==> src/rtl/calc_input_sequencer_pkg.sv <==
// rtl/calc_input_sequencer_pkg.sv - shared state, opcode and event types for the calculator entry controller
//
// Purpose: FSM state encoding and opcode encoding shared with the ALU and
// the display, the per-cycle button event bundle, and the priority
// arbiter that picks one winner among simultaneous events.
// Ports:   none (package)
package calc_input_sequencer_pkg;

    typedef enum logic [2:0] {
        S_A    = 3'd0,
        S_B    = 3'd1,
        S_RDY  = 3'd2,
        S_BUSY = 3'd3,
        S_SHOW = 3'd4
    } state_t;

    typedef enum logic [1:0] {
        OP_ADD = 2'b00,
        OP_SUB = 2'b01,
        OP_MUL = 2'b10,
        OP_DIV = 2'b11
    } opcode_t;

    typedef struct packed {
        logic clr;
        logic eq;
        logic load;
    } btn_ev_t;

    // clr beats eq beats load; losers are simply dropped.
    function automatic btn_ev_t arbitrate(btn_ev_t raw);
        btn_ev_t win;
        win.clr  = raw.clr;
        win.eq   = raw.eq & ~raw.clr;
        win.load = raw.load & ~raw.eq & ~raw.clr;
        return win;
    endfunction

endpackage

==> src/rtl/calc_input_sequencer_btn_edge_sync.sv <==
// rtl/calc_input_sequencer_btn_edge_sync.sv - button synchroniser with registered rising-edge pulse
//
// Purpose: brings one raw asynchronous push-button into the clk domain
// through two flops, then emits a single-cycle pulse on each rising
// edge regardless of how long the button is held.
// Ports:
//   clk_i  system clock
//   rst_i  synchronous active-high reset; clears every flop and the pulse
//   btn_i  raw asynchronous button level
//   ev_o   one-cycle event pulse, high two edges after btn_i is first sampled high
module btn_edge_sync (
    input  logic clk_i,
    input  logic rst_i,
    input  logic btn_i,
    output logic ev_o
);

    logic s1_q;
    logic s2_q;
    logic d_q;
    logic ev_q;

    always_ff @(posedge clk_i) begin
        if (rst_i) begin
            s1_q <= 1'b0;
            s2_q <= 1'b0;
            d_q  <= 1'b0;
            ev_q <= 1'b0;
        end else begin
            s1_q <= btn_i;
            s2_q <= s1_q;
            d_q  <= s2_q;
            ev_q <= s2_q & ~d_q;
        end
    end

    assign ev_o = ev_q;

endmodule

==> src/rtl/calc_input_sequencer.sv <==
// rtl/calc_input_sequencer.sv - operand/operator entry controller feeding the calculator ALU
//
// Purpose: turns three push-buttons into load/eq/clr events, arbitrates
// them, sequences operand A, operand B and opcode capture, pulses start
// to the ALU and waits for alu_done with a timeout.
// Ports:
//   clk_i       system clock
//   rst_i       synchronous active-high reset
//   btn_load_i  raw button: capture sw_i as the next operand
//   btn_eq_i    raw button: execute
//   btn_clr_i   raw button: clear entry
//   sw_i        operand switches
//   op_sel_i    opcode switches, captured together with operand B
//   alu_done_i  one-cycle result-valid pulse from the ALU
//   op_a_o      operand A register
//   op_b_o      operand B register
//   op_code_o   latched opcode
//   start_o     one-cycle start pulse to the ALU
//   busy_o      high while waiting for the ALU
//   err_o       sticky timeout flag
//   state_o     current FSM state for display/debug
module calc_input_sequencer
    import calc_input_sequencer_pkg::*;
#(
    parameter int WIDTH   = 8,
    parameter int TIMEOUT = 255
) (
    input  logic             clk_i,
    input  logic             rst_i,
    input  logic             btn_load_i,
    input  logic             btn_eq_i,
    input  logic             btn_clr_i,
    input  logic [WIDTH-1:0] sw_i,
    input  logic [1:0]       op_sel_i,
    input  logic             alu_done_i,
    output logic [WIDTH-1:0] op_a_o,
    output logic [WIDTH-1:0] op_b_o,
    output logic [1:0]       op_code_o,
    output logic             start_o,
    output logic             busy_o,
    output logic             err_o,
    output logic [2:0]       state_o
);

    localparam int CNT_W = $clog2(TIMEOUT + 1);
    // Counter starts at 0 in the first BUSY cycle, so the last allowed
    // cycle (the TIMEOUT-th) is the one where it holds TIMEOUT-1.
    localparam logic [CNT_W-1:0] CNT_LAST = CNT_W'(TIMEOUT - 1);

    btn_ev_t raw_ev;
    btn_ev_t ev;

    btn_edge_sync u_sync_load (
        .clk_i (clk_i),
        .rst_i (rst_i),
        .btn_i (btn_load_i),
        .ev_o  (raw_ev.load)
    );

    btn_edge_sync u_sync_eq (
        .clk_i (clk_i),
        .rst_i (rst_i),
        .btn_i (btn_eq_i),
        .ev_o  (raw_ev.eq)
    );

    btn_edge_sync u_sync_clr (
        .clk_i (clk_i),
        .rst_i (rst_i),
        .btn_i (btn_clr_i),
        .ev_o  (raw_ev.clr)
    );

    assign ev = arbitrate(raw_ev);

    state_t           state_q,    state_d;
    logic [WIDTH-1:0] op_a_q,     op_a_d;
    logic [WIDTH-1:0] op_b_q,     op_b_d;
    opcode_t          op_code_q,  op_code_d;
    logic             err_q,      err_d;
    logic             start_q,    start_d;
    logic             clr_pend_q, clr_pend_d;
    logic [CNT_W-1:0] cnt_q,      cnt_d;
    logic             exit_busy;
    logic             timed_out;

    always_ff @(posedge clk_i) begin
        if (rst_i) begin
            state_q    <= S_A;
            op_a_q     <= '0;
            op_b_q     <= '0;
            op_code_q  <= OP_ADD;
            err_q      <= 1'b0;
            start_q    <= 1'b0;
            clr_pend_q <= 1'b0;
            cnt_q      <= '0;
        end else begin
            state_q    <= state_d;
            op_a_q     <= op_a_d;
            op_b_q     <= op_b_d;
            op_code_q  <= op_code_d;
            err_q      <= err_d;
            start_q    <= start_d;
            clr_pend_q <= clr_pend_d;
            cnt_q      <= cnt_d;
        end
    end

    always_comb begin
        state_d    = state_q;
        op_a_d     = op_a_q;
        op_b_d     = op_b_q;
        op_code_d  = op_code_q;
        err_d      = err_q;
        start_d    = 1'b0;
        clr_pend_d = clr_pend_q;
        cnt_d      = cnt_q;
        exit_busy  = 1'b0;
        timed_out  = 1'b0;

        case (state_q)
            S_A: begin
                if (ev.clr) begin
                    op_a_d    = '0;
                    op_b_d    = '0;
                    op_code_d = OP_ADD;
                    err_d     = 1'b0;
                end else if (ev.load) begin
                    op_a_d  = sw_i;
                    state_d = S_B;
                end
            end

            S_B: begin
                if (ev.clr) begin
                    op_a_d    = '0;
                    op_b_d    = '0;
                    op_code_d = OP_ADD;
                    err_d     = 1'b0;
                    state_d   = S_A;
                end else if (ev.load) begin
                    op_b_d    = sw_i;
                    op_code_d = opcode_t'(op_sel_i);
                    state_d   = S_RDY;
                end
            end

            S_RDY: begin
                if (ev.clr) begin
                    op_a_d    = '0;
                    op_b_d    = '0;
                    op_code_d = OP_ADD;
                    err_d     = 1'b0;
                    state_d   = S_A;
                end else if (ev.eq) begin
                    start_d = 1'b1;
                    cnt_d   = '0;
                    state_d = S_BUSY;
                end
            end

            S_BUSY: begin
                // done takes precedence over a timeout landing in the same cycle
                if (alu_done_i) begin
                    exit_busy = 1'b1;
                end else if (cnt_q == CNT_LAST) begin
                    exit_busy = 1'b1;
                    timed_out = 1'b1;
                end else begin
                    cnt_d = cnt_q + CNT_W'(1);
                end

                if (exit_busy) begin
                    // A clear seen while busy (including this very cycle)
                    // redirects the exit to S_A, but a timeout still flags.
                    if (clr_pend_q || ev.clr) begin
                        op_a_d    = '0;
                        op_b_d    = '0;
                        op_code_d = OP_ADD;
                        err_d     = timed_out;
                        state_d   = S_A;
                    end else begin
                        err_d   = err_q | timed_out;
                        state_d = S_SHOW;
                    end
                    clr_pend_d = 1'b0;
                end else if (ev.clr) begin
                    clr_pend_d = 1'b1;
                end
            end

            S_SHOW: begin
                if (ev.clr) begin
                    op_a_d    = '0;
                    op_b_d    = '0;
                    op_code_d = OP_ADD;
                    err_d     = 1'b0;
                    state_d   = S_A;
                end else if (ev.load) begin
                    op_a_d  = sw_i;
                    err_d   = 1'b0;
                    state_d = S_B;
                end
            end

            default: begin
                state_d = S_A;
            end
        endcase
    end

    assign op_a_o    = op_a_q;
    assign op_b_o    = op_b_q;
    assign op_code_o = op_code_q;
    assign start_o   = start_q;
    assign busy_o    = (state_q == S_BUSY);
    assign err_o     = err_q;
    assign state_o   = state_q;

endmodule

==> config.mk <==
export PLATFORM = sky130hd
export DESIGN_NAME = calc_input_sequencer
export DESIGN_NICKNAME = d
export VERILOG_FILES = /design/src/rtl/calc_input_sequencer_pkg.sv /design/src/rtl/calc_input_sequencer_btn_edge_sync.sv /design/src/rtl/calc_input_sequencer.sv
export SDC_FILE = /design/constraint.sdc
export NUM_CORES = 1
export LEC_CHECK = 0
export CELL_PAD_IN_SITES_DETAIL_PLACEMENT = 0
export CELL_PAD_IN_SITES_GLOBAL_PLACEMENT = 1
export CORE_MARGIN = 5
export CORE_UTILIZATION = 35
export CTS_CLUSTER_DIAMETER = 100
export DETAILED_ROUTE_END_ITERATION = 8
export PLACE_DENSITY = 0.82
export SETUP_SLACK_MARGIN = 0.2
export SLEW_MARGIN = 15
export SYNTH_ARGS = -nofsm -noshare
export SYNTH_HDL_FRONTEND = slang
export SYNTH_SLANG_ARGS = --single-unit
export TNS_END_PERCENT = 1
==> constraint.sdc <==
create_clock -name clk_i -period 1.7 [get_ports clk_i]
set_input_delay 0.255 -clock clk_i [delete_from_list [all_inputs] [get_ports clk_i]]
set_output_delay 0.255 -clock clk_i [all_outputs]
set_load 0.01 [all_outputs]
Yosys cells after proc, flatten, opt, wreduce, memory -nomap -nowiden
Index checks and enable logic that the tools add are counted.
Word-level totals
  register bits: 44
  memories kept: 0
  RAM bits: 0
  logic and storage cells: 113
  bits in latches: 0
  input bits: 16
  output and inout port bits: 24
  ROM bits: 0
Cells by class
  multiply operators: 0
  reduce and logical (&&, ||, !) cells: 18
  eq/ne operators: 19
  muxes and demuxes: 42
  magnitude comparators: 0
  divide/modulo/power cells: 0
  bitwise logic cells: 13
  shift operators: 0
  add/subtract/negate cells: 1
Operators by type and width (count)
  $mux 8: 9
  $pmux 8 s3: 2
  $mux 3: 9
  $pmux 8 s2: 1
  $pmux 3 s5: 1
  $reduce_and 5->1: 3
  $mux 1: 13
  $mux 2: 5
  $ne 2x1->1 const B: 5
  $ne 2x2->1 const B: 5
  $ne 3x2->1 const B: 3
  $reduce_bool 3->1: 3
  $reduce_or 3->1: 3
  $add 8x1->8 const B: 1
  $eq 8x8->1 const B: 1
  $reduce_and 4->1: 2
  $and 1x1->1: 6
  $eq 3x2->1 const B: 2
  $not 1->1: 6
  $pmux 2 s3: 1
  $reduce_bool 2->1: 2
  $reduce_or 2->1: 2
  $eq 3x1->1 const B: 1
  $eq 3x3->1 const B: 1
  6 further kinds: 6

Longest topological paths before layout
Gate-level depths: netlist of the first run.
  depth after elaboration: 8
  gate-level depth with buffers: 7

Hierarchy
A second synthesis of the first run with hierarchy kept.
Second synthesis, totals
  cell total of the unflattened synthesis: 208
  area total of the unflattened synthesis: 1906.8 µm²
Modules (own cells, without submodules)
  calc_input_sequencer: area each 1572.8 µm², cells an instance 184, seq. area each 640.6 µm², times used 1
  btn_edge_sync: area each 111.4 µm², cells an instance 8, seq. area each 80.1 µm², times used 3

Worst setup path before layout of the first run
OpenSTA, ideal clock, no wires.
  path type: flip-flop to flip-flop
  start point: reg cnt_q[0]
  end point: reg cnt_q[6]
  stages on the path, launching flop included: 7
  arrival time: 1.543 ns
  buffers on the path: 0
  path slack: 0.062 ns
  library setup time: 0.095 ns
  cells stage by stage: dfxtp_1 inv_1 ha_1 and4_1 a21o_1 or4_1 o311ai_1
Between the ends
  cells in the longest elaborated chain, start to end: 4
  elaborated cells between the ends (all ways): 7
Ends and longest elaborated chain
  start, declared: RTL line calc_input_sequencer.sv:83  | logic [CNT_W-1:0] cnt_q, cnt_d;
  start signal, assigned: RTL line calc_input_sequencer.sv:105  | cnt_q <= cnt_d;
  $add 8x1->8: RTL line calc_input_sequencer.sv:170  | cnt_d = cnt_q + CNT_W'(1);
  $mux 8: RTL line calc_input_sequencer.sv:166  | end else if (cnt_q == CNT_LAST) begin
  $mux 8: RTL line calc_input_sequencer.sv:164  | if (alu_done_i) begin
  $pmux 8 s2: RTL line calc_input_sequencer.sv:121  | case (state_q)
Parallel ways exist; a longest one is shown, timed or not. The select of a mux whose other input is x is not followed.
A chain may end at the register's enable or synchronous reset.

Worst setup path after layout of the first run
  start point: reg state_q[2] (netlist: state_o[2])
  end point: reg cnt_q[6]
Between the ends
  cells in the longest elaborated chain, start to end: 3
  elaborated cells between the ends (all ways): 9
Ends and longest elaborated chain
  start, declared: RTL line calc_input_sequencer.sv:76  | state_t state_q, state_d;
  start signal, assigned: RTL line calc_input_sequencer.sv:98  | state_q <= state_d;
  $eq 3x2->1: RTL line calc_input_sequencer.sv:121
  $ne 2x2->1 (no line) / $reduce_bool 2->1 (equally long branches)
  $reduce_and 5->1 (no line)
Parallel ways exist; a longest one is shown, timed or not.

==> results of run 1 <==
==> power breakdown <==
part           switching [W]  internal [W]
sequential         0.0000135       0.00105
clock               0.000375      0.000329
combinational      0.0000907      0.000101
total               0.000479       0.00148
==> timing repair <==
action | CTS | global route
gates cloned | 0 | 0
resized for setup | 22 | 6
buffers inserted | 0 | 2
pin swaps | 8 | 1
endpoints found under the hold margin | 0 | 0
endpoints found under the setup margin | 29 | 33
==> cell type report <==
| cell class | instances | area, um2 | share of cell area [%] |
|---|---|---|---|
| multi-input combinational | 150 | 1090 | 38.0 |
| sequential | 44 | 896 | 31.3 |
| timing repair buffer | 68 | 668 | 23.3 |
| tap | 72 | 90.1 | 3.15 |
| clock buffer | 6 | 82.6 | 2.89 |
| inverter | 6 | 22.5 | 0.787 |
| clock inverter | 2 | 15.0 | 0.525 |
==> cell usage in the layout (no fill, tap or decap), drive strengths merged, types with 7 or more instances in the layout <==
cell | synthesis | routed
dfxtp | 44 | 44
clkdlybuf4s50 | 0 | 36
buf | 12 | 29
a21oi | 28 | 28
nand2 | 16 | 16
nor2b | 14 | 14
nand4 | 12 | 12
a311oi | 12 | 12
o21ai | 11 | 11
nand3 | 8 | 8
nor2 | 7 | 7
==> per-layer routing <==
metal	vias up	global-route usage [%]	wire length (um)
met5	-	0	0
li1	923	-	-
met3	6	3.17	227
met4	0	5.76	72
met1	876	18.7	2350
met2	42	22.6	2550
==> flip-flops by register name (all words and copies together), names as in the netlist <==
register,flops
cnt_q,8
op_a_o,8
op_b_o,8
state_o,3
op_code_o,2
clr_pend_q,1
err_o,1
start_o,1
u_sync_clr.d_q,1
u_sync_clr.ev_o,1
u_sync_clr.s1_q,1
u_sync_clr.s2_q,1
u_sync_eq.d_q,1
u_sync_eq.ev_o,1
u_sync_eq.s1_q,1
u_sync_eq.s2_q,1
u_sync_load.d_q,1
u_sync_load.ev_o,1
u_sync_load.s1_q,1
u_sync_load.s2_q,1
==> how the worst max path moves through the flow <==
stage	to	slack, ns	cells after the start
detailed placement	cnt_q[6]	-0.11	5
CTS	busy_o	0.13	3
floorplan	cnt_q[6]	0.18	6
finish	cnt_q[6]	0.16	5
global route	cnt_q[6]	0.1	5
global placement	cnt_q[6]	-0.1	5
==> worst register-to-register path, delay by kind of cell, from the launching register on <==
kind	cells	cell delay (ns)
AO/OA/AOI/OAI	2	0.29
AND/OR/NAND/NOR	2	0.64
buffers and inverters	1	0.15
flip-flops	1	0.37
==> per-stage QoR <==
step | cells | power (W) | hold WS [ns] | area (um2) | TNS (ns)
2_1_floorplan | 215 | 0.00117 | 0.334 | 2030 | 0
3_3_place_gp | 338 | 0.00127 | 0.377 | 2640 | -0.320
3_5_place_dp | 338 | 0.00128 | 0.382 | 2640 | -0.501
4_1_cts | 346 | 0.00197 | 0.386 | 2800 | 0
5_1_grt | 348 | 0.00204 | 0.401 | 2860 | 0
6_report | 348 | 0.00196 | 0.379 | 2860 | 0
==> kinds of logic after synthesis <==
logic type,share of synthesized area (%)
buf+inv,6.25
fa+ha+maj,1.24
flops,43.6
simple gates,24.6
compound gates,24.3
==> results.cfg, run 1 <==
[detailed_routing]
totalWireLength_mm = 5.20
wl_per_cell_um = 14.9
dr.first_iter.drc_count = 113
firstDrtPassIters = 4
viasPerCell = 5.31
drc = 0
ant_nets = 0
vias = 1847

[clocking]
clkLatencyLatePin_ns = 0.30
root_buffer = clkbuf_8
clock_sinks = 44
cts-buffers-inserted = 5
ctsHoldBuffers = 0
clock_path_buffers = 2
clk_pin_slew_ns = 0.09
h-tree-depth = 2
cts_tree = done

[logic_synthesis]
synthMostInstantiatedCell = dfxtp_1
synth_top_area_cell = dfxtp_1
syn_area_per_cell_um2 = 9.40
ys_seq_area_share_pct = 43.6
yosysTopAreaCellShare_pct = 43.6
synth_warnings = 0
ys_top_cells_by_count = 44 x dfxtp_1, 26 x a21oi_1, 16 x nand2_1
synth_nets = 233
syn_area_mm2 = 0.00202
synth-edff-count = 0
synth.area.top_cells = dfxtp_1 44%, a21oi_1 6.4%, a311oi_1 4.8%
ys_ff_latch = 44
async_flop_share_pct = 0
synth_cells = 215
ys_types = 47
synthFlopType = dfxtp_1

[die]
core_area_mm2 = 0.00557
dieArea_mm2 = 0.00739
num_rows = 27
initial_utilization_pct = 36.3
die_y_um = 86.0
top_level_ports = 40
die-width_um = 86.0

[timing]
drv_slew = 0
setup_viol = 0
finClkSkew_ns = 0.00786
clock.fmax_mhz = 650
tightest_slew_ns = 0.444
period_share_pct = 90.5
finalHoldViolCount = 0
postLayoutSetupSlackWorst_ns = 0.161
period_minus_slack_ns = 1.54
timing.slew.headroom_pct = 70.4
rsz0062_at_grt = true

[final_layout]
finalNetCount = 293
final_core_util_pct = 51.3
syn_to_final_growth_pct = 41.6
antenna_cells = 0
drive_gt1_share_pct = 24.3
fillCellCount = 526

[hold_path]
hp-start = u_sync_clr.d_q
min_path_type = reg2reg
hold-path-endpoint = u_sync_clr.ev_o
hold_path_depth = 1

[global_route]
grt_first_pass_wirelength_mm = 8.51
antenna_found_initial = 0
grt.total_usage_pct = 14.3
grt_pass1_vias = 1774
grt-ovfl-total = 0
grt_max_degree = 24

[placement]
place_congestion = 0.855
io_buffers = 39
place_ws_ns = -0.113
dp_hpwl_mm = 3.68

[setup_path]
crit_path_end_kind = register
cp.required_ns = 1.91
critPathBufInv = 1
r2r_cells = 5
r2r-end = cnt_q[6]
cpLargestDelayFamily = simple AND/OR/NAND/NOR gates
path_cells = buf_4 > nand4bb_4 > a21o_1 > or4_1 > o311ai_2
crit_arrival_ns = 1.75
crit_type = reg2reg
crit_path_max_fanout = 7
crit_path_top_delay_cell = or4_1
r2r_start = state_o[2]
max_stage_delay_ns = 0.42
cp-start-kind = register
worst-r2r-setup-slack_ns = 0.16
crit_start = state_o[2]

[run_status]
outcome = finished clean

[pwr]
ir_drop_mv = 0.546
power_density_mw_per_mm2 = 684
p_leak_nw = 0.981

[run]
drv_cap = 0
(Power assumes the default switching activity.)
==> run 2, diff against run 1 <==
--- a/config.mk
+++ b/config.mk
@@ -7,13 +7,15 @@
 export LEC_CHECK = 0
 export CELL_PAD_IN_SITES_DETAIL_PLACEMENT = 0
 export CELL_PAD_IN_SITES_GLOBAL_PLACEMENT = 1
+export CORE_ASPECT_RATIO = 0.9
 export CORE_MARGIN = 5
 export CORE_UTILIZATION = 35
 export CTS_CLUSTER_DIAMETER = 100
 export DETAILED_ROUTE_END_ITERATION = 8
+export GPL_ROUTABILITY_DRIVEN = 0
 export PLACE_DENSITY = 0.82
 export SETUP_SLACK_MARGIN = 0.2
-export SLEW_MARGIN = 15
+export SLEW_MARGIN = 20
 export SYNTH_ARGS = -nofsm -noshare
 export SYNTH_HDL_FRONTEND = slang
 export SYNTH_SLANG_ARGS = --single-unit
==> run 2 against run 1 <==
  * Sequential power is essentially flat
  * Via count grew 0.32%
  * Core utilization down 0.78 points
  * Maximum frequency fell by 6.2%
  * Clock skew increased by 0.0020 ns
  * First-iteration DRC count rose by 16%
  * Non-clock buffer count up 3
  * Count of clock-buffer cells in the layout is 1 lower
  * Global-route usage fell by 0.64 points
==> results.cfg, run 2 (synthesized netlist as in run 1, its figures left out) <==
[run_status]
outcome = finished clean

[detailed_routing]
ant_nets = 0
totalWireLength_mm = 5.18
viasPerCell = 5.31
vias = 1853
dr.first_iter.drc_count = 131
firstDrtPassIters = 4
wl_per_cell_um = 14.8
drc = 0

[hold_path]
hold_path_depth = 1
hold-path-endpoint = u_sync_clr.ev_o
hp-start = u_sync_clr.d_q
min_path_type = reg2reg

[setup_path]
crit_path_max_fanout = 4
crit_type = reg2reg
cp.required_ns = 1.91
r2r_cells = 6
r2r-end = cnt_q[6]
crit_path_end_kind = register
r2r_start = cnt_q[0]
cp-start-kind = register
worst-r2r-setup-slack_ns = 0.06
crit_arrival_ns = 1.85

[clocking]
clock_sinks = 44
cts-buffers-inserted = 5
root_buffer = clkbuf_8
clk_pin_slew_ns = 0.09
clkLatencyLatePin_ns = 0.30
ctsHoldBuffers = 0
clock_path_buffers = 2
h-tree-depth = 2
cts_tree = done

[die]
dieArea_mm2 = 0.00740
top_level_ports = 40
num_rows = 26
core_area_mm2 = 0.00563
initial_utilization_pct = 35.9
die_y_um = 82.1
die-width_um = 90.1

[timing]
finClkSkew_ns = 0.00990
period_share_pct = 96.5
period_minus_slack_ns = 1.64
finalHoldViolCount = 0
timing.slew.headroom_pct = 64.3
setup_viol = 0
drv_slew = 0
tightest_slew_ns = 0.535
clock.fmax_mhz = 610
rsz0062_at_grt = true

[final_layout]
final_cell_mix = 40 x dfxtp_1, 36 x clkdlybuf4s50_1, 29 x buf_4
antenna_cells = 0
syn_to_final_growth_pct = 40.8
layout_commonest_cell = dfxtp_1
finalNetCount = 296
final_core_util_pct = 50.6
drive_gt1_share_pct = 25.1
fin_area_mm2 = 0.00285

[global_route]
grt.total_usage_pct = 13.6
antenna_found_initial = 0
grt_pass1_vias = 1694
grt_first_pass_wirelength_mm = 8.34
grt-ovfl-total = 0
grt_max_degree = 24

[pwr]
p_leak_nw = 1.00
ir_drop_mv = 0.420
power_frac_clock_pct = 35.4
power_density_mw_per_mm2 = 677
p_switching_w = 0.000481
internal_power_w = 0.00145
seq_power_share_pct = 55.2
power_frac_comb_pct = 9.5
swShare_pct = 25.0

[placement]
io_buffers = 39
dp_hpwl_mm = 3.68
dpl-instance-area_mm2 = 0.00261

[run]
drv_cap = 0
run 2: changes by cell type in the layout (fill, tap and decap cells not counted), sizes merged:
cell / before / now
clkinvlp: 2 / 0
dlymetal6s2s: 0 / 1
inv: 6 / 8
clkinv: 0 / 1
buf: 29 / 32
dlygate4sd2: 2 / 1
clkbuf: 6 / 5
run 2: worst max path at each step:
stage	startpoint	end	slack, ns	cells past startpoint
after floorplan	cnt_q[0]	cnt_q[6]	0.18	6
after global placement	alu_done_i	cnt_q[6]	-0.06	5
after detailed placement	alu_done_i	op_b_o[4]	-0.12	6
after CTS	cnt_q[0]	cnt_q[3]	0.008	7
after global routing	cnt_q[0]	cnt_q[6]	0.03	6
final	cnt_q[0]	cnt_q[6]	0.06	6
run 2: metrics by stage:
step | total power [W] | cells | setup TNS [ns] | hold WS (ns) | setup slack (ns)
final | 0.00193 | 349 | 0 | 0.380 | 0.0598
after global routing | 0.00202 | 349 | 0 | 0.413 | 0.0315
after detailed placement | 0.00127 | 335 | -0.448 | 0.377 | -0.116
after global placement | 0.00127 | 335 | -0.145 | 0.377 | -0.0551
after floorplan | 0.00117 | 215 | 0 | 0.334 | 0.184
after CTS | 0.00195 | 343 | 0 | 0.393 | 0.00797
run 2: final cells by class:
class                   instances  area, um2
well taps                      70       87.6
clock buffers                   5       68.8
flip-flops and latches         44        891
multi-input cells             150       1100
fillers                       545       2780
clock inverters                 3       26.3
inverters                       6       22.5
repair buffers                 71        646
run 2: what timing repair did:
item | in CTS | in global routing
gates cloned | 0 | 1
endpoints found under the setup margin | 30 | 36
pin swaps | 0 | 5
resized for setup | 5 | 19
buffers inserted | 0 | 5
run 2: routing by layer:
layer | vias to the layer above | track usage [%] | wire length, um
met5 | - | 0 | 0
met4 | 0 | 3.13 | 45
met3 | 4 | 3.21 | 182
met2 | 35 | 20.5 | 2380
met1 | 889 | 19.7 | 2570
li1 | 925 | - | -
run 2: power groups by stage:
stage               Clock [W]  Sequential (W)  Combinational (W)
floorplan                   0         0.00109          0.0000829
global placement            0         0.00109           0.000179
detailed placement          0         0.00109           0.000180
CTS                  0.000706         0.00107           0.000181
global route         0.000759         0.00107           0.000199
finish               0.000682         0.00106           0.000182
run 2: critical path, stage by stage, from the launching register on:
cell,delay (ns)
dfxtp_2,0.34
inv_2,0.05
ha_4,0.15
and4_4,0.21
a21o_4,0.23
or4_4,0.48
o311ai_2,0.08
